`src/rtl/fpu_adder_arbiter_pkg.sv`:
```
// ============================================================================
// fpu_arb_pkg : shared constants for the round-robin FP adder arbiter
// Rev 1.0
// ============================================================================
`default_nettype none

package fpu_arb_pkg;

  localparam int FLOAT_W = 32;
  localparam int ST_W    = 3;

  localparam logic [ST_W-1:0] ST_IDLE   = 3'd0;
  localparam logic [ST_W-1:0] ST_SEND_A = 3'd1;
  localparam logic [ST_W-1:0] ST_SEND_B = 3'd2;
  localparam logic [ST_W-1:0] ST_WAIT_Z = 3'd3;
  localparam logic [ST_W-1:0] ST_DONE   = 3'd4;

  function automatic int clog2(input int value);
    int res;
    int v;
    res = 0;
    v   = value - 1;
    while (v > 0) begin
      res = res + 1;
      v   = v >> 1;
    end
    return res;
  endfunction

endpackage

`default_nettype wire

```
`src/rtl/fpu_adder_arbiter_if.sv`:
```
// ============================================================================
// fpu_adder_arbiter_if : stb/ack handshake bundle to the shared FP adder
// Rev 1.0
// ============================================================================
`default_nettype none

interface fpu_adder_arbiter_if;
  import fpu_arb_pkg::*;

  logic [FLOAT_W-1:0] add_a;
  logic [FLOAT_W-1:0] add_b;
  logic               add_a_stb;
  logic               add_b_stb;
  logic               add_z_ack;
  logic [FLOAT_W-1:0] add_z;
  logic               add_z_stb;
  logic               add_a_ack;
  logic               add_b_ack;

  modport master (
    output add_a, add_b, add_a_stb, add_b_stb, add_z_ack,
    input  add_z, add_z_stb, add_a_ack, add_b_ack
  );

  modport slave (
    input  add_a, add_b, add_a_stb, add_b_stb, add_z_ack,
    output add_z, add_z_stb, add_a_ack, add_b_ack
  );

endinterface

`default_nettype wire

```
`src/rtl/fpu_adder_arbiter_rr_pick.sv`:
```
// ============================================================================
// fpu_rr_pick : combinational rotating-priority picker, search starts at pointer+1
// Rev 1.0
// ============================================================================
`default_nettype none

module fpu_rr_pick #(
  parameter int NUM_REQ = 4,
  parameter int IDX_W   = 2
) (
  input  logic [NUM_REQ-1:0] req,
  input  logic [IDX_W-1:0]   pointer,
  output logic               any,
  output logic [IDX_W-1:0]   winner
);

  int w_dist;
  int w_best;

  // Distance 0 is the slot just after the pointer; the pointer itself is farthest.
  always_comb begin
    any    = 1'b0;
    winner = '0;
    w_dist = 0;
    w_best = NUM_REQ;
    for (int i = 0; i < NUM_REQ; i++) begin
      if (req[i]) begin
        w_dist = (i + NUM_REQ - 1 - int'(pointer)) % NUM_REQ;
        if (w_dist < w_best) begin
          w_best = w_dist;
          winner = IDX_W'(i);
          any    = 1'b1;
        end
      end
    end
  end

endmodule

`default_nettype wire

```
`src/rtl/fpu_adder_arbiter.sv`:
```
// ============================================================================
// fpu_adder_arbiter : round-robin sharing of one stb/ack FP adder among NUM_REQ
// requesters; snapshots operands, sequences A/B/Z handshakes, pulses done.
// Rev 1.0
// ============================================================================
`default_nettype none

module fpu_adder_arbiter
  import fpu_arb_pkg::*;
#(
  parameter int NUM_REQ = 4,
  parameter int IDX_W   = 2
) (
  input  logic                       clk,
  input  logic                       reset,
  input  logic [NUM_REQ-1:0]         req,
  input  logic [FLOAT_W*NUM_REQ-1:0] op_a,
  input  logic [FLOAT_W*NUM_REQ-1:0] op_b,
  output logic [NUM_REQ-1:0]         done,
  output logic [FLOAT_W-1:0]         result,
  output logic                       busy,
  output logic [IDX_W-1:0]           grant_id,
  fpu_adder_arbiter_if.master        add
);

  localparam int C_IDX_W_EXP = (clog2(NUM_REQ) > 1) ? clog2(NUM_REQ) : 1;

  generate
    if (IDX_W != C_IDX_W_EXP) begin : g_idx_check
      $error("fpu_adder_arbiter: IDX_W must equal max(1, clog2(NUM_REQ))");
    end
  endgenerate

  logic [ST_W-1:0]    r_state;
  logic [IDX_W-1:0]   r_ptr;
  logic [IDX_W-1:0]   r_grant;
  logic [NUM_REQ-1:0] r_done;
  logic [FLOAT_W-1:0] r_result;
  logic               r_busy;
  logic [FLOAT_W-1:0] r_add_a;
  logic [FLOAT_W-1:0] r_add_b;
  logic               r_a_stb;
  logic               r_b_stb;
  logic               r_z_ack;

  logic               w_any;
  logic [IDX_W-1:0]   w_winner;
  logic [FLOAT_W-1:0] w_op_a [NUM_REQ];
  logic [FLOAT_W-1:0] w_op_b [NUM_REQ];

  generate
    for (genvar g = 0; g < NUM_REQ; g++) begin : g_unpack
      assign w_op_a[g] = op_a[g*FLOAT_W +: FLOAT_W];
      assign w_op_b[g] = op_b[g*FLOAT_W +: FLOAT_W];
    end
  endgenerate

  fpu_rr_pick #(
    .NUM_REQ (NUM_REQ),
    .IDX_W   (IDX_W)
  ) u_pick (
    .req     (req),
    .pointer (r_ptr),
    .any     (w_any),
    .winner  (w_winner)
  );

  always_ff @(posedge clk or posedge reset) begin
    if (reset) begin
      r_state  <= ST_IDLE;
      r_ptr    <= IDX_W'(NUM_REQ - 1);
      r_grant  <= '0;
      r_done   <= '0;
      r_result <= '0;
      r_busy   <= 1'b0;
      r_add_a  <= '0;
      r_add_b  <= '0;
      r_a_stb  <= 1'b0;
      r_b_stb  <= 1'b0;
      r_z_ack  <= 1'b0;
    end else begin
      case (r_state)
        ST_IDLE: begin
          if (w_any) begin
            r_grant <= w_winner;
            r_ptr   <= w_winner;
            r_add_a <= w_op_a[w_winner];
            r_add_b <= w_op_b[w_winner];
            r_a_stb <= 1'b1;
            r_busy  <= 1'b1;
            r_state <= ST_SEND_A;
          end
        end
        ST_SEND_A: begin
          if (add.add_a_ack) begin
            r_a_stb <= 1'b0;
            r_b_stb <= 1'b1;
            r_state <= ST_SEND_B;
          end
        end
        ST_SEND_B: begin
          if (add.add_b_ack) begin
            r_b_stb <= 1'b0;
            r_z_ack <= 1'b1;
            r_state <= ST_WAIT_Z;
          end
        end
        ST_WAIT_Z: begin
          if (add.add_z_stb) begin
            r_result <= add.add_z;
            r_z_ack  <= 1'b0;
            r_done   <= NUM_REQ'(1) << r_grant;
            r_state  <= ST_DONE;
          end
        end
        ST_DONE: begin
          // Extra cycle lets a registered requester retract req before re-arbitration.
          r_done  <= '0;
          r_busy  <= 1'b0;
          r_state <= ST_IDLE;
        end
        default: begin
          r_done  <= '0;
          r_busy  <= 1'b0;
          r_a_stb <= 1'b0;
          r_b_stb <= 1'b0;
          r_z_ack <= 1'b0;
          r_state <= ST_IDLE;
        end
      endcase
    end
  end

  assign done          = r_done;
  assign result        = r_result;
  assign busy          = r_busy;
  assign grant_id      = r_grant;
  assign add.add_a     = r_add_a;
  assign add.add_b     = r_add_b;
  assign add.add_a_stb = r_a_stb;
  assign add.add_b_stb = r_b_stb;
  assign add.add_z_ack = r_z_ack;

endmodule

`default_nettype wire

```
`src/flat_wrapper.sv`:
```
// flat-port wrapper written by rule: the top's interface ports become plain ports
module fpu_adder_arbiter_flat import fpu_arb_pkg::*;
#(
  parameter int NUM_REQ = 4,
  parameter int IDX_W   = 2
)
  (clk, reset, req, op_a, op_b, done, result, busy, grant_id, add_add_a, add_add_b, add_add_a_stb, add_add_b_stb, add_add_z_ack, add_add_z, add_add_z_stb, add_add_a_ack, add_add_b_ack);
  fpu_adder_arbiter_if add_i ();
  input  logic clk;
  input  logic reset;
  input  logic [NUM_REQ-1:0] req;
  input  logic [FLOAT_W*NUM_REQ-1:0] op_a;
  input  logic [FLOAT_W*NUM_REQ-1:0] op_b;
  output logic [NUM_REQ-1:0] done;
  output logic [FLOAT_W-1:0] result;
  output logic busy;
  output logic [IDX_W-1:0] grant_id;
  output wire logic [$bits(add_i.add_a)-1:0] add_add_a;
  output wire logic [$bits(add_i.add_b)-1:0] add_add_b;
  output wire logic [$bits(add_i.add_a_stb)-1:0] add_add_a_stb;
  output wire logic [$bits(add_i.add_b_stb)-1:0] add_add_b_stb;
  output wire logic [$bits(add_i.add_z_ack)-1:0] add_add_z_ack;
  input wire logic [$bits(add_i.add_z)-1:0] add_add_z;
  input wire logic [$bits(add_i.add_z_stb)-1:0] add_add_z_stb;
  input wire logic [$bits(add_i.add_a_ack)-1:0] add_add_a_ack;
  input wire logic [$bits(add_i.add_b_ack)-1:0] add_add_b_ack;
  assign add_add_a = add_i.add_a;
  assign add_add_b = add_i.add_b;
  assign add_add_a_stb = add_i.add_a_stb;
  assign add_add_b_stb = add_i.add_b_stb;
  assign add_add_z_ack = add_i.add_z_ack;
  assign add_i.add_z = add_add_z;
  assign add_i.add_z_stb = add_add_z_stb;
  assign add_i.add_a_ack = add_add_a_ack;
  assign add_i.add_b_ack = add_add_b_ack;
  fpu_adder_arbiter #(.NUM_REQ(NUM_REQ), .IDX_W(IDX_W)) u_core (.clk(clk), .reset(reset), .req(req), .op_a(op_a), .op_b(op_b), .done(done), .result(result), .busy(busy), .grant_id(grant_id), .add(add_i));
endmodule
```
`config.mk`:
```
export PLATFORM = sky130hd
export DESIGN_NAME = fpu_adder_arbiter_flat
export DESIGN_NICKNAME = d
export VERILOG_FILES = /design/src/rtl/fpu_adder_arbiter_pkg.sv /design/src/rtl/fpu_adder_arbiter_if.sv /design/src/rtl/fpu_adder_arbiter_rr_pick.sv /design/src/rtl/fpu_adder_arbiter.sv /design/src/flat_wrapper.sv
export SDC_FILE = /design/constraint.sdc
export NUM_CORES = 1
export LEC_CHECK = 0
export ABC_AREA = 1
export BUFFER_PORTS_ARGS = -buffer_cell sky130_fd_sc_hd__buf_2
export CAP_MARGIN = 20
export CORE_AREA = 4 4 156 158
export CTS_BUF_LIST = sky130_fd_sc_hd__clkbuf_8
export DETAILED_ROUTE_END_ITERATION = 12
export DIE_AREA = 0 0 160 162
export GPL_ROUTABILITY_DRIVEN = 0
export PLACE_DENSITY_LB_ADDON = 0.1
export SETUP_SLACK_MARGIN = 0.2
export SLEW_MARGIN = 20
export SYNTH_ARGS = -nofsm -noshare
export SYNTH_HDL_FRONTEND = slang
export SYNTH_HIERARCHICAL = 1
export SYNTH_SLANG_ARGS = --single-unit
```
`constraint.sdc`:
```
create_clock -name clk -period 4.84 [get_ports clk]
set_input_delay 0.968 -clock clk [delete_from_list [all_inputs] [get_ports clk]]
set_output_delay 0.968 -clock clk [all_outputs]
set_load 0.005 [all_outputs]
```
# Word level (Yosys, flattened, before mapping)
# Cells that the tools add are included.
# Widths: inputs -> output; s select.
[word_totals] register_bits=111 out_inout_bits=106 wordCells=100 inputBits=297
[classes] addsub=4 eq_ne=8 shift=1 bitwise=10 n_reduce_logical=18 muxes=43 magnitude_cmp=5
[ops] op="$mux 32" count=10
[ops] op="$bmux 32 s2" count=2
[ops] op="$lt 3x32->1" count=3
[ops] op="$mux 1" count=16
[ops] op="$reduce_or 3->1" count=5
[ops] op="$mux 3" count=4
[ops] op="$pmux 3 s4" count=1
[ops] op="$sub 3x2->4 const A" count=3
[ops] op="$pmux 1 s3" count=3
[ops] op="$reduce_and 3->1" count=3
[ops] op="$mux 2" count=4
[ops] op="$ne 2x2->1 const B" count=4
[ops] op="$pmux 4 s2" count=1
[ops] op="$reduce_and 2->1" count=4
[ops] op="$reduce_or 2->1" count=4
[ops] op="$eq 3x2->1 const B" count=2
[ops] op="$not 1->1" count=5
[ops] op="$and 1x1->1" count=4
[ops] op="$lt 3x4->1 const B" count=1
[ops] op="$mux 4" count=1
[ops] op="$reduce_and 4->1" count=1
[ops] op="$shl 1x2->4 const A" count=1
[ops] op="$eq 3x1->1 const B" count=1
[ops] op="$eq 3x3->1 const B" count=1
[ops] op="other kinds (5)" count=5

# Longest topological paths before layout
# Gate-level depths: netlist (run 1).
[depth] word_depth=19 depth_mapped=23

# Modules after synthesis
# The synthesis (run 1) kept the hierarchy.
[by_module_without_submodules] mod="fpu_adder_arbiter" n_inst=1 seq_area_each_um2=2780.2 cells_each=991 area_each_um2=6404.9
[by_module_without_submodules] mod="fpu_rr_pick" n_inst=1 seq_area_each_um2=0.0 cells_each=38 area_each_um2=209.0

# Worst setup path after synthesis (run 1)
# OpenSTA, ideal clock, no wires.
[synth_path] path_type="in2reg" start="in req[0]" end="reg u_core.r_add_a[13], in the netlist u_core/add.add_a[13]" arrival_ns=3.136 slack_ns=1.639 stages=21 path_buffers=2 path_cell_list="inv_1 > nor2_4 > inv_1 > ha_1 > nand3_2 > nand3_2 > o21ai_0 > o22ai_1 > ha_1 > inv_1 > nor2_1 > nand2_1 > nand3_2 > nand2_1 > inv_2 > buf_2 > clkbuf_1 > o21ai_1 > nand2_1 > nand2_1 > nand2_1"
[synth_between] elab_chain_len=14 word_cells_on_any_way=26 classes_between="order compare (3); mux (21); bitwise (1); reduce/logical (1)"
[synth_lines] element="start, declared" line_no="flat_wrapper.sv:11" rtl="input logic [NUM_REQ-1:0] req;"
[synth_lines] element="$mux 32 *" line_no="fpu_adder_arbiter_rr_pick.sv:27" rtl="if (req[i]) begin"
[synth_lines] element="$lt 3x32->1" line_no="fpu_adder_arbiter_rr_pick.sv:29" rtl="if (w_dist < w_best) begin"
[synth_lines] element="$mux 32" line_no="fpu_adder_arbiter_rr_pick.sv:29"
[synth_lines] element="$mux 32" line_no="fpu_adder_arbiter_rr_pick.sv:27"
[synth_lines] element="$lt 3x32->1" line_no="fpu_adder_arbiter_rr_pick.sv:29"
[synth_lines] element="$mux 32" line_no="fpu_adder_arbiter_rr_pick.sv:29"
[synth_lines] element="$mux 32" line_no="fpu_adder_arbiter_rr_pick.sv:27"
[synth_lines] element="$lt 3x32->1" line_no="fpu_adder_arbiter_rr_pick.sv:29"
[synth_lines] element="$mux 2" line_no="fpu_adder_arbiter_rr_pick.sv:29"
[synth_lines] element="$mux 2 *" line_no="fpu_adder_arbiter_rr_pick.sv:27"
[synth_lines] element="net u_core.w_winner[0]" line_no="fpu_adder_arbiter.sv:47" rtl="logic [IDX_W-1:0] w_winner;"
[synth_lines] element="$not 2->3 (not written as such) *" line_no="fpu_adder_arbiter.sv:87" rtl="r_add_a <= w_op_a[w_winner];"
[synth_lines] element="$bmux 32 s2 *" line_no="fpu_adder_arbiter.sv:87"
[synth_lines] element="$mux 32 (not written as such) * (2 in series)" line_no="fpu_adder_arbiter.sv:87"
[synth_lines] element="end signal, assigned" line_no="fpu_adder_arbiter.sv:87"
[synth_lines] element="end, declared" line_no="fpu_adder_arbiter.sv:40" rtl="logic [FLOAT_W-1:0] r_add_a;"
# The timed path passes the listed nets; every way through them passes the cells marked *. The select of a mux whose other input is x is not followed.
# A chain may end at the register's enable or synchronous reset.

# Worst setup path in the final report (run 1)
[layout_path] start="in req[0]" end="reg u_core.r_add_b[23], in the netlist u_core/add.add_b[23]"
[layout_between] elab_chain_len=14 word_cells_on_any_way=26 classes_between="order compare (3); mux (21); bitwise (1); reduce/logical (1)"
[layout_lines] element="$mux 32 *" line_no="fpu_adder_arbiter_rr_pick.sv:27"
[layout_lines] element="$lt 3x32->1" line_no="fpu_adder_arbiter_rr_pick.sv:29"
[layout_lines] element="$mux 32" line_no="fpu_adder_arbiter_rr_pick.sv:29"
[layout_lines] element="$mux 32 *" line_no="fpu_adder_arbiter_rr_pick.sv:27"
[layout_lines] element="$lt 3x32->1" line_no="fpu_adder_arbiter_rr_pick.sv:29"
[layout_lines] element="$mux 32" line_no="fpu_adder_arbiter_rr_pick.sv:29"
[layout_lines] element="$mux 32" line_no="fpu_adder_arbiter_rr_pick.sv:27"
[layout_lines] element="$lt 3x32->1" line_no="fpu_adder_arbiter_rr_pick.sv:29"
[layout_lines] element="$mux 2" line_no="fpu_adder_arbiter_rr_pick.sv:29"
[layout_lines] element="$mux 2 *" line_no="fpu_adder_arbiter_rr_pick.sv:27"
[layout_lines] element="net u_core.w_winner[1]" line_no="fpu_adder_arbiter.sv:47"
[layout_lines] element="$not 2->3 (not written as such) *" line_no="fpu_adder_arbiter.sv:88" rtl="r_add_b <= w_op_b[w_winner];"
[layout_lines] element="$bmux 32 s2 *" line_no="fpu_adder_arbiter.sv:88"
[layout_lines] element="$mux 32 (not written as such) * (2 in series)" line_no="fpu_adder_arbiter.sv:88"
[layout_lines] element="end signal, assigned" line_no="fpu_adder_arbiter.sv:88"
[layout_lines] element="end, declared" line_no="fpu_adder_arbiter.sv:41" rtl="logic [FLOAT_W-1:0] r_add_b;"
# Marks and branches as above.

==> metrics.csv, run 1 <==
metric;value;unit
status;complete, no violations;
Post-synth ARST share;1.00;
area of the mapped netlist;6610;um^2
FP Rows;56;
Area Growth Syn to Fin;35.8;%
Main synth FF type;dfrtp_1;
largest net degree at the start of global routing;130;
Mapped Cells;1029;
die area;25900;um^2
Critical Path, Cell by Cell;buf_2 -> inv_1 -> nor2_4 -> inv_1 -> ha_1 -> nand3_2 -> nand3_2 -> o21ai_0 -> o22ai_1 -> ha_1 -> inv_1 -> nor2_1 -> nand2_1 -> nand3_2 -> nand2_2 -> buf_4 -> nor2_1 -> o21ai_1 -> nand2_1 -> nand2_1 -> nand2_1;
hold depth;2;
Final Util;0.389;
H-tree levels;3;
vias after detailed routing;7630;
post-cts sizing count;0;
TritonCTS clock tree;yes;
final slew viol count;0;
Tot Pwr;5.93;mW
fill count;2641;
CP startpoint;req[0];
reg2reg start;u_core/r_ptr[1];
Critical Path AT;3.83;ns
setup TNS;0;ns
Critical Path Fanout Max;65;
Worst Hold Slack;0.486;ns
clock skew;0.0197;ns
Area contributors post-synth;dfrtp_1 41%, nand2_1 22%, nor2_1 15%, o21ai_1 9.1%, buf_2 2.1%;
Final Net Count;1687;
CTS Buf Count;9;
Hold Crit Start;u_core/add.add_b_stb;
grt ovf;0;
PwrDens;661;nW/um^2
initial antenna violation count;4;
Max Cap Viol;0;
Final Hold Fails;0;
Max Root-Sink Buffers;2;
area share of the largest cell type after synthesis;0.412;
Peak Freq;0.284;GHz
Die X;160;um
Yosys top cell by area;dfrtp_1;
Lkg Pwr;5.23;nW
initial core utilization;0.286;
Vias/cell;4.52;
cell depth of the worst setup path;21;
Reg area;2780;um^2
Post-synth EDFFs;0;
drc violations;0;
Post-Route WL;26800;um
CP most frequent cell;nand2_1;
slew margin rel.;0.459;
final setup vio count;0;
number of DRC markers in iteration 0;497;
post-route minimum period;3.52;ns
Critical Path Source Type;primary input;
share of cells above drive strength 1;0.323;
clock insertion delay at the later pin of the skew report;0.40;ns
overall routing resource usage;0.199;
Final Cell Area;8980;um^2
Top Ports;403;
slowest cell on the critical path;buf_4;
worst path bufs/invs;5;
Cell Area, Placed;8770;um^2
Port Buffers;402;
synth unique cells;26;
Reg2Reg Depth;18;
peak supply drop;0.000462;V
YS warnings;6;
first-pass detailed-route iteration total;4;
CTS root buf;clkbuf_8;
Post-DP HPWL;20000;um
Worst path max stage delay;0.60;ns
core area;23100;um^2
Clock Sinks;111;
multi-input logic area;3400;um^2
vias in the first global route;7413;
crit path kind;primary input to flop;
unrepaired setup endpoints after global routing;false;
Die H;162;um
first-pass GRT wire length;40900;um
worst r2r dst;u_core/add.add_b[23];
Setup crit end kind;flop;
r2r setup slk;1.39;ns
syn nets;1328;
crit path to;u_core/add.add_b[23];
Yosys reg bits;111;
Post-DRT Antenna Nets;0;
Clock transition at path regs;0.13;ns
Post-CTS Setup Bufs;0;
Hold-fix buffers, CTS;0;
CP Data Required Time;5.14;ns
Hold Crit Class;flop to flop;
Post-Syn Area per Cell;6.43;um^2
cell family with most CP delay;simple AND/OR/NAND/NOR gates;
worst-margin pin slew;0.812;ns
sequential area share after synthesis;0.420;
crit share post-route;0.728;
DR WL/cell;15.9;um
-- layer usage --
metal  vias to the layer above  GRT usage  routed length [um]
met5                         -          0                   0
met1                      3424      0.249               11300
met4                         0     0.0598                 437
met3                        27     0.0518                1920
met2                       270      0.338               13100
li1                       3909          -                   -
-- kinds of logic (layout without fill, tap and decap cells) --
logic type | after synthesis | after routing | share of synthesized area
buffers and inverters | 91 | 455 | 0.0664
and+or+nand+nor | 679 | 679 | 0.398
xor gates and xnor gates | 1 | 1 | 0.00132
DFF | 111 | 111 | 0.420
other | 0 | 4 | 0
adders and majority gates | 2 | 2 | 0.00378
AOI/OAI and AO/OA | 145 | 145 | 0.110
-- registers in the layout, indices dropped and copies added (netlist names) --
signal                flops
u_core/add.add_z_ack      1
u_core/grant_id           2
u_core/done               4
u_core/busy               1
u_core/add.add_b_stb      1
u_core/r_ptr              2
u_core/add.add_b         32
u_core/add.add_a         32
u_core/add.add_a_stb      1
u_core/result            32
u_core/r_state            3
-- stage by stage --
step	setup WS, ns	std cells
6_report	1.32	1687
2_1_floorplan	0.945	1029
4_1_cts	1.34	1683
3_5_place_dp	0.898	1667
5_1_grt	0.950	1686
3_3_place_gp	0.941	1667
-- Yosys cell counts, types with 3 or more instances --
cell type / n
a21oi_1: 3
buf_1: 8
buf_2: 28
buf_4: 6
buf_6: 5
clkbuf_1: 17
dfrtp_1: 109
inv_1: 21
inv_2: 5
nand2_1: 388
nand2_2: 3
nand3_1: 10
nand3_2: 3
nor2_1: 268
nor2_4: 3
o21ai_0: 19
o21ai_1: 120
-- cell usage in the layout (no fill, tap or decap) --
| master | n |
|---|---|
| a21oi_1 | 3 |
| a31oi_1 | 1 |
| buf_12 | 2 |
| buf_2 | 402 |
| buf_4 | 8 |
| clkbuf_8 | 9 |
| clkinv_8 | 2 |
| dfrtp_1 | 109 |
| dfstp_2 | 2 |
| diode_2 | 4 |
| ha_1 | 2 |
| inv_1 | 20 |
| inv_2 | 4 |
| inv_4 | 3 |
| inv_6 | 3 |
| inv_8 | 2 |
| nand2_1 | 386 |
| nand2_2 | 4 |
| nand2_4 | 3 |
| nand3_1 | 10 |
| nand3_2 | 3 |
| nand4_1 | 2 |
| nor2_1 | 268 |
| nor2_4 | 3 |
| o21ai_0 | 19 |
| o21ai_1 | 120 |
| o21bai_1 | 1 |
| o22ai_1 | 1 |
| xor2_1 | 1 |
-- layout make-up --
type | count | share of cell area
Clock buffer | 9 | 0.0138
Multi-Input combinational cell | 827 | 0.379
Clock inverter | 7 | 0.00905
Timing Repair Buffer | 412 | 0.235
Antenna cell | 4 | 0.00111
Sequential cell | 111 | 0.309
Inverter | 27 | 0.0121
Tap cell | 290 | 0.0404
-- worst reg2reg max path: stages, from the launching register on --
cell     delay, ns
dfstp_2       0.62
xor2_1        0.24
ha_1          0.28
nand3_2       0.10
nand3_2       0.10
o21ai_0       0.18
o22ai_1       0.09
ha_1          0.28
inv_1         0.05
nor2_1        0.04
nand2_1       0.08
nand3_2       0.10
nand2_2       0.10
buf_4         0.60
nor2_1        0.17
o21ai_1       0.15
nand2_1       0.08
nand2_1       0.06
nand2_1       0.06
-- power by group --
group / switching [mW] / internal (mW)
sequential: 0.261 / 1.37
clock: 0.381 / 0.209
combinational: 2.35 / 1.36
total: 2.99 / 2.94
-- worst min-delay path by stage --
stage / endpoint / slack, ns
2_1_floorplan: u_core/add.add_a_stb / 0.46
3_3_place_gp: u_core/result[19] / 0.46
3_5_place_dp: u_core/result[4] / 0.46
4_1_cts: u_core/result[4] / 0.49
5_1_grt: u_core/result[14] / 0.51
6_report: u_core/add.add_b_stb / 0.49
Note: power is estimated with default switching activity, not from simulation.
==> inputs of run 2 (changes only) <==
Clock period 4.84 ns to 2.8 ns, I/O delays scaled along.
==> run 2 against run 1 <==
Effect of this change:
- core utilization up 2.7 points
- combinational power rose by 110%
- count of clock-buffer cells in the layout stayed put
- register-to-register slack got worse by 1.5 ns
- largest power group unchanged
- worst setup slack got worse by 1.4 ns
- flip-flop and latch count unchanged
- via count is 1.4% higher
- the run now ends with setup timing left
- sequential power grew 73%
- first-iteration DRC count fell by 26%
- critical path type is now flop to flop
==> metrics.csv, run 2 (synthesis gave the netlist of run 1 again) <==
metric;value;unit
Top Ports;403;
grt ovf;0;
multi-input logic area;3510;um^2
Die H;162;um
worst setup margin;-0.121;ns
Port Buffers;402;
post-route minimum period;2.92;ns
Critical Path Fanout Max;11;
Post-DRT Antenna Nets;0;
Reg area;2780;um^2
TritonCTS clock tree;yes;
drc violations;0;
Post-DP HPWL;20800;um
top layer in use;met5;
DR WL met2;13700;um
H-tree levels;3;
Critical Path Source Type;flop;
initial antenna violation count;3;
post-placement cell count;1690;
CTS root buf;clkbuf_8;
Clock Sinks;111;
initial core utilization;0.286;
crit share post-route;1.04;
unrepaired setup endpoints after global routing;true;
DR WL/cell;16.0;um
largest net degree at the start of global routing;61;
Peak Freq;0.342;GHz
vias after detailed routing;7739;
Seq pwr share;0.246;
Final Net Count;1717;
clock network power share;0.089;
Place WS;-0.230;ns
die area;25900;um^2
Comb power frac;0.665;
CTS Buf Count;9;
met3 routed WL;1970;um
overall routing resource usage;0.204;
Post-Route WL;27400;um
Final Non-Filler Cells;1715;
Die X;160;um
core area;23100;um^2
Hold Crit Class;primary input to asynchronous set/reset pin;
FP Rows;56;
slew margin rel.;0.600;
Setup crit end kind;flop;
Area Growth Syn to Fin;45.3;%
first-pass GRT wire length;42100;um
PwrDens;1200;nW/um^2
Lkg Pwr;5.47;nW
final setup vio count;64;
worst-margin pin slew;0.600;ns
net switching power;5.57;mW
Tot Pwr;11.5;mW
share of cells above drive strength 1;0.350;
met1 WL;11300;um
number of DRC markers in iteration 0;369;
most common cell after layout, fill and taps aside;buf_2;
internal power;5.93;mW
Final Hold Fails;0;
final slew viol count;0;
vias in the first global route;7639;
peak supply drop;0.000447;V
Max Root-Sink Buffers;2;
most frequent cells in the layout;402 x buf_2, 386 x nand2_1, 255 x nor2_1;
Clock transition at path regs;0.13;ns
CP Data Required Time;3.11;ns
fill count;2561;
sw frac;0.484;
Max Cap Viol;0;
clock insertion delay at the later pin of the skew report;0.40;ns
status;finished, violations left;
first-pass detailed-route iteration total;5;
Vias/cell;4.51;
clock skew;0.0201;ns
Hold-fix buffers, CTS;0;
crit path kind;flop to flop;
failing checks;setup timing;
Critical Path AT;3.23;ns
[run 2: worst paths after layout]
check                                      from                    to  slack, ns  depth (start not counted)
max                             u_core/r_ptr[1]  u_core/add.add_a[28]      -0.12                         20
min                                       reset   u_core/add.add_b[4]       0.17                          2
max reg2reg                     u_core/r_ptr[1]  u_core/add.add_a[28]      -0.12                         20
min reg2reg                u_core/add.add_b_stb  u_core/add.add_b_stb       0.49                          2
max in group asynchronous                 reset       u_core/r_ptr[0]       1.90                          3
min in group clk                  add_add_z[12]     u_core/result[12]       0.34                          3
[run 2: power by group through the flow]
stage          Combinational [mW]  Clock, mW  Sequential [mW]
6_report                     7.65       1.02             2.82
5_1_grt                      8.58       1.13             2.93
3_3_place_gp                 7.10          0             2.84
2_1_floorplan                4.89          0             2.85
4_1_cts                      7.75       1.08             2.83
3_5_place_dp                 7.15          0             2.83
[run 2: layer usage]
layer	GRT usage	up-vias
met5	0	-
met1	0.250	3464
li1	-	3977
met2	0.357	268
met3	0.0528	28
met4	0.0555	2
[run 2: what timing repair did]
item	CTS	global route
setup buffers	3	0
resized for setup	41	1
setup endpoints to repair	66	68
endpoints found under the hold margin	0	0
pin swaps	3	0
gates cloned	4	0
[run 2: layout make-up]
class	instances	area share
antenna	2	0.000521
clock buffer	9	0.0129
clock inverter	7	0.00872
inverter	27	0.0122
multi-input combinational	827	0.365
sequential	111	0.289
tap	290	0.0378
timing repair buffer	442	0.274
[run 2: stage by stage]
step / hold slack, ns / area, um^2 / utilization / TNS, ns
floorplan: 0.464 / 6850 / - / 0
CTS: 0.157 / 9600 / 0.415 / -3.27
detailed placement: 0.458 / 9120 / 0.394 / -10.52
finish: 0.167 / 9610 / 0.416 / -4.60
global placement: 0.453 / 9120 / 0.394 / -7.36
global route: 0.176 / 9610 / 0.416 / -17.80
[run 2: worst max-delay path, cell delays in order, from the launching register on]
cell     delay (ns)
dfstp_2        0.59
xor2_2         0.21
ha_4           0.24
nand3_2        0.08
nand3_2        0.09
o21ai_1        0.13
o22ai_1        0.08
ha_1           0.27
inv_1          0.03
nor2_1         0.09
nand2_1        0.09
nand3_4        0.10
nand2_8        0.11
buf_8          0.17
buf_16         0.15
nor2_2         0.10
nor2_1         0.04
o21ai_1        0.08
nand2_1        0.07
nand2_1        0.05
nand2_1        0.05
==> inputs of run 3 (changes only) <==
Clock period 2.8 ns to 3.6 ns, I/O delays scaled along.
==> run 3 against run 2 <==
Effect of this change:
- the run now ends clean
- sequential share of layout area is 1.5 points higher
- maximum frequency is 6.6% lower
- routed wire length shrank 2.0%
- clock power fell by 25%
- count of clock-buffer cells in the layout is the same
- global-route usage is 0.46 points lower
- sequential power decreased by 22%
- cell area decreased by 4.8%
==> metrics.csv, run 3 (synthesis gave the netlist of run 1 again) <==
metric;value;unit
Critical Path, Cell by Cell;xor2_2 -> ha_1 -> nand3_2 -> nand3_2 -> o21ai_2 -> o22ai_1 -> ha_1 -> inv_1 -> nor2_1 -> nand2_1 -> nand3_2 -> nand2_4 -> inv_4 -> buf_12 -> o21ai_1 -> nand2_1 -> nand2_1 -> nand2_1;
sw frac;0.494;
crit share post-route;0.869;
post-placement cell count;1677;
Clock Sinks;111;
Seq pwr share;0.268;
DR WL/cell;15.8;um
status;complete, no violations;
Hold Crit Class;primary input to asynchronous set/reset pin;
Final Util;0.396;
crit path kind;flop to flop;
Peak Freq;0.320;GHz
FP Rows;56;
Die X;160;um
Vias/cell;4.50;
most common cell after layout, fill and taps aside;buf_2;
initial core utilization;0.286;
Reg2Reg Depth;18;
Comb power frac;0.639;
TritonCTS clock tree;yes;
peak supply drop;0.000383;V
Die H;162;um
first-pass GRT wire length;41200;um
Top Ports;403;
fill count;2593;
Hold-fix buffers, CTS;0;
CP startpoint;u_core/r_ptr[1];
CTS root buf;clkbuf_8;
clock skew;0.0125;ns
Critical Path Source Type;flop;
H-tree levels;3;
post-route minimum period;3.13;ns
reg2reg start;u_core/r_ptr[1];
vias in the first global route;7590;
r2r setup slk;0.47;ns
Post-Route WL;26900;um
Area Growth Syn to Fin;38.3;%
Clock transition at path regs;0.12;ns
vias after detailed routing;7648;
setup TNS;0;ns
Post-DP HPWL;20500;um
Lkg Pwr;5.31;nW
Critical Path Fanout Max;64;
grt ovf;0;
Port Buffers;402;
Worst path max stage delay;0.62;ns
most frequent cells in the layout;402 x buf_2, 386 x nand2_1, 267 x nor2_1;
Final Net Count;1700;
net switching power;4.06;mW
core area;23100;um^2
CTS Buf Count;9;
PwrDens;897;nW/um^2
final slew viol count;0;
slew margin rel.;0.457;
die area;25900;um^2
Place WS;0.101;ns
clock network power share;0.094;
Final Hold Fails;0;
worst setup margin;0.471;ns
drc violations;0;
overall routing resource usage;0.199;
share of cells above drive strength 1;0.331;
CP Data Required Time;3.93;ns
initial antenna violation count;7;
CP most frequent cell;nand2_1;
Max Root-Sink Buffers;2;
first-pass detailed-route iteration total;4;
worst-margin pin slew;0.815;ns
slowest cell on the critical path;dfstp_2;
Critical Path AT;3.46;ns
clock insertion delay at the later pin of the skew report;0.40;ns
final setup vio count;0;
Max Cap Viol;0;
Setup crit end kind;flop;
Post-DRT Antenna Nets;0;
internal power;4.15;mW
Tot Pwr;8.21;mW
largest net degree at the start of global routing;68;
Final Non-Filler Cells;1699;
unrepaired setup endpoints after global routing;false;
number of DRC markers in iteration 0;383;
==> run 3: cell count changes in the layout (fill, tap and decap cells not counted), sizes merged <==
cell,change
diode,+1
buf,-17
==> run 3: critical path: cells and delay by family (launching register included) <==
kind	cells	cell delay, ns
AO/OA/AOI/OAI	3	0.38
XOR/XNOR	1	0.18
adder cells (fa/ha/maj)	2	0.54
buffers and inverters	3	0.57
flip-flops	1	0.62
AND/OR/NAND/NOR	9	0.74
==> run 3: layout make-up <==
class | instances | area (um^2) | share of cell area
timing repair buffer | 425 | 2270 | 0.249
multi-input combinational | 827 | 3420 | 0.374
inverter | 27 | 110 | 0.0120
antenna | 3 | 7.51 | 0.000821
tap | 290 | 363 | 0.0397
clock inverter | 7 | 71.3 | 0.00780
clock buffer | 9 | 124 | 0.0135
sequential | 111 | 2780 | 0.304
==> run 3: timing repair <==
action,in CTS,in global routing
setup buffers,0,3
gates resized for setup,0,6
endpoints found under the hold margin,0,0
setup endpoints to repair,0,58
==> run 3: path summary, 6_finish.rpt <==
check / end
worst max-delay path: u_core/add.add_a[1]
worst min-delay path: u_core/result[31]
worst max register to register: u_core/add.add_a[1]
worst min register to register: u_core/add.add_b_stb
max in group asynchronous: u_core/r_ptr[1]
min in group clk: u_core/add.add_b_stb
==> run 3: power by group through the flow <==
| stage | clock [mW] | combinational [mW] | sequential (mW) |
|---|---|---|---|
| after detailed placement | 0 | 5.28 | 2.22 |
| after global routing | 0.847 | 6.01 | 2.29 |
| after CTS | 0.817 | 5.28 | 2.21 |
| after floorplan | 0 | 3.43 | 2.22 |
| final | 0.768 | 5.24 | 2.20 |
| after global placement | 0 | 5.25 | 2.23 |
==> run 3: layer usage <==
metal,up-vias,track usage,share of wire
met3,32,0.0520,0.074
met1,3431,0.243,0.41
met5,-,0,0.0015
met4,6,0.0551,0.018
met2,257,0.350,0.49
li1,3922,-,-
==> run 3: per-stage QoR <==
step	instance area, um^2	hold WS [ns]
floorplan	6620	0.464
global placement	8890	0.456
detailed placement	8890	0.460
CTS	9090	0.379
global route	9150	0.409
finish	9150	0.390
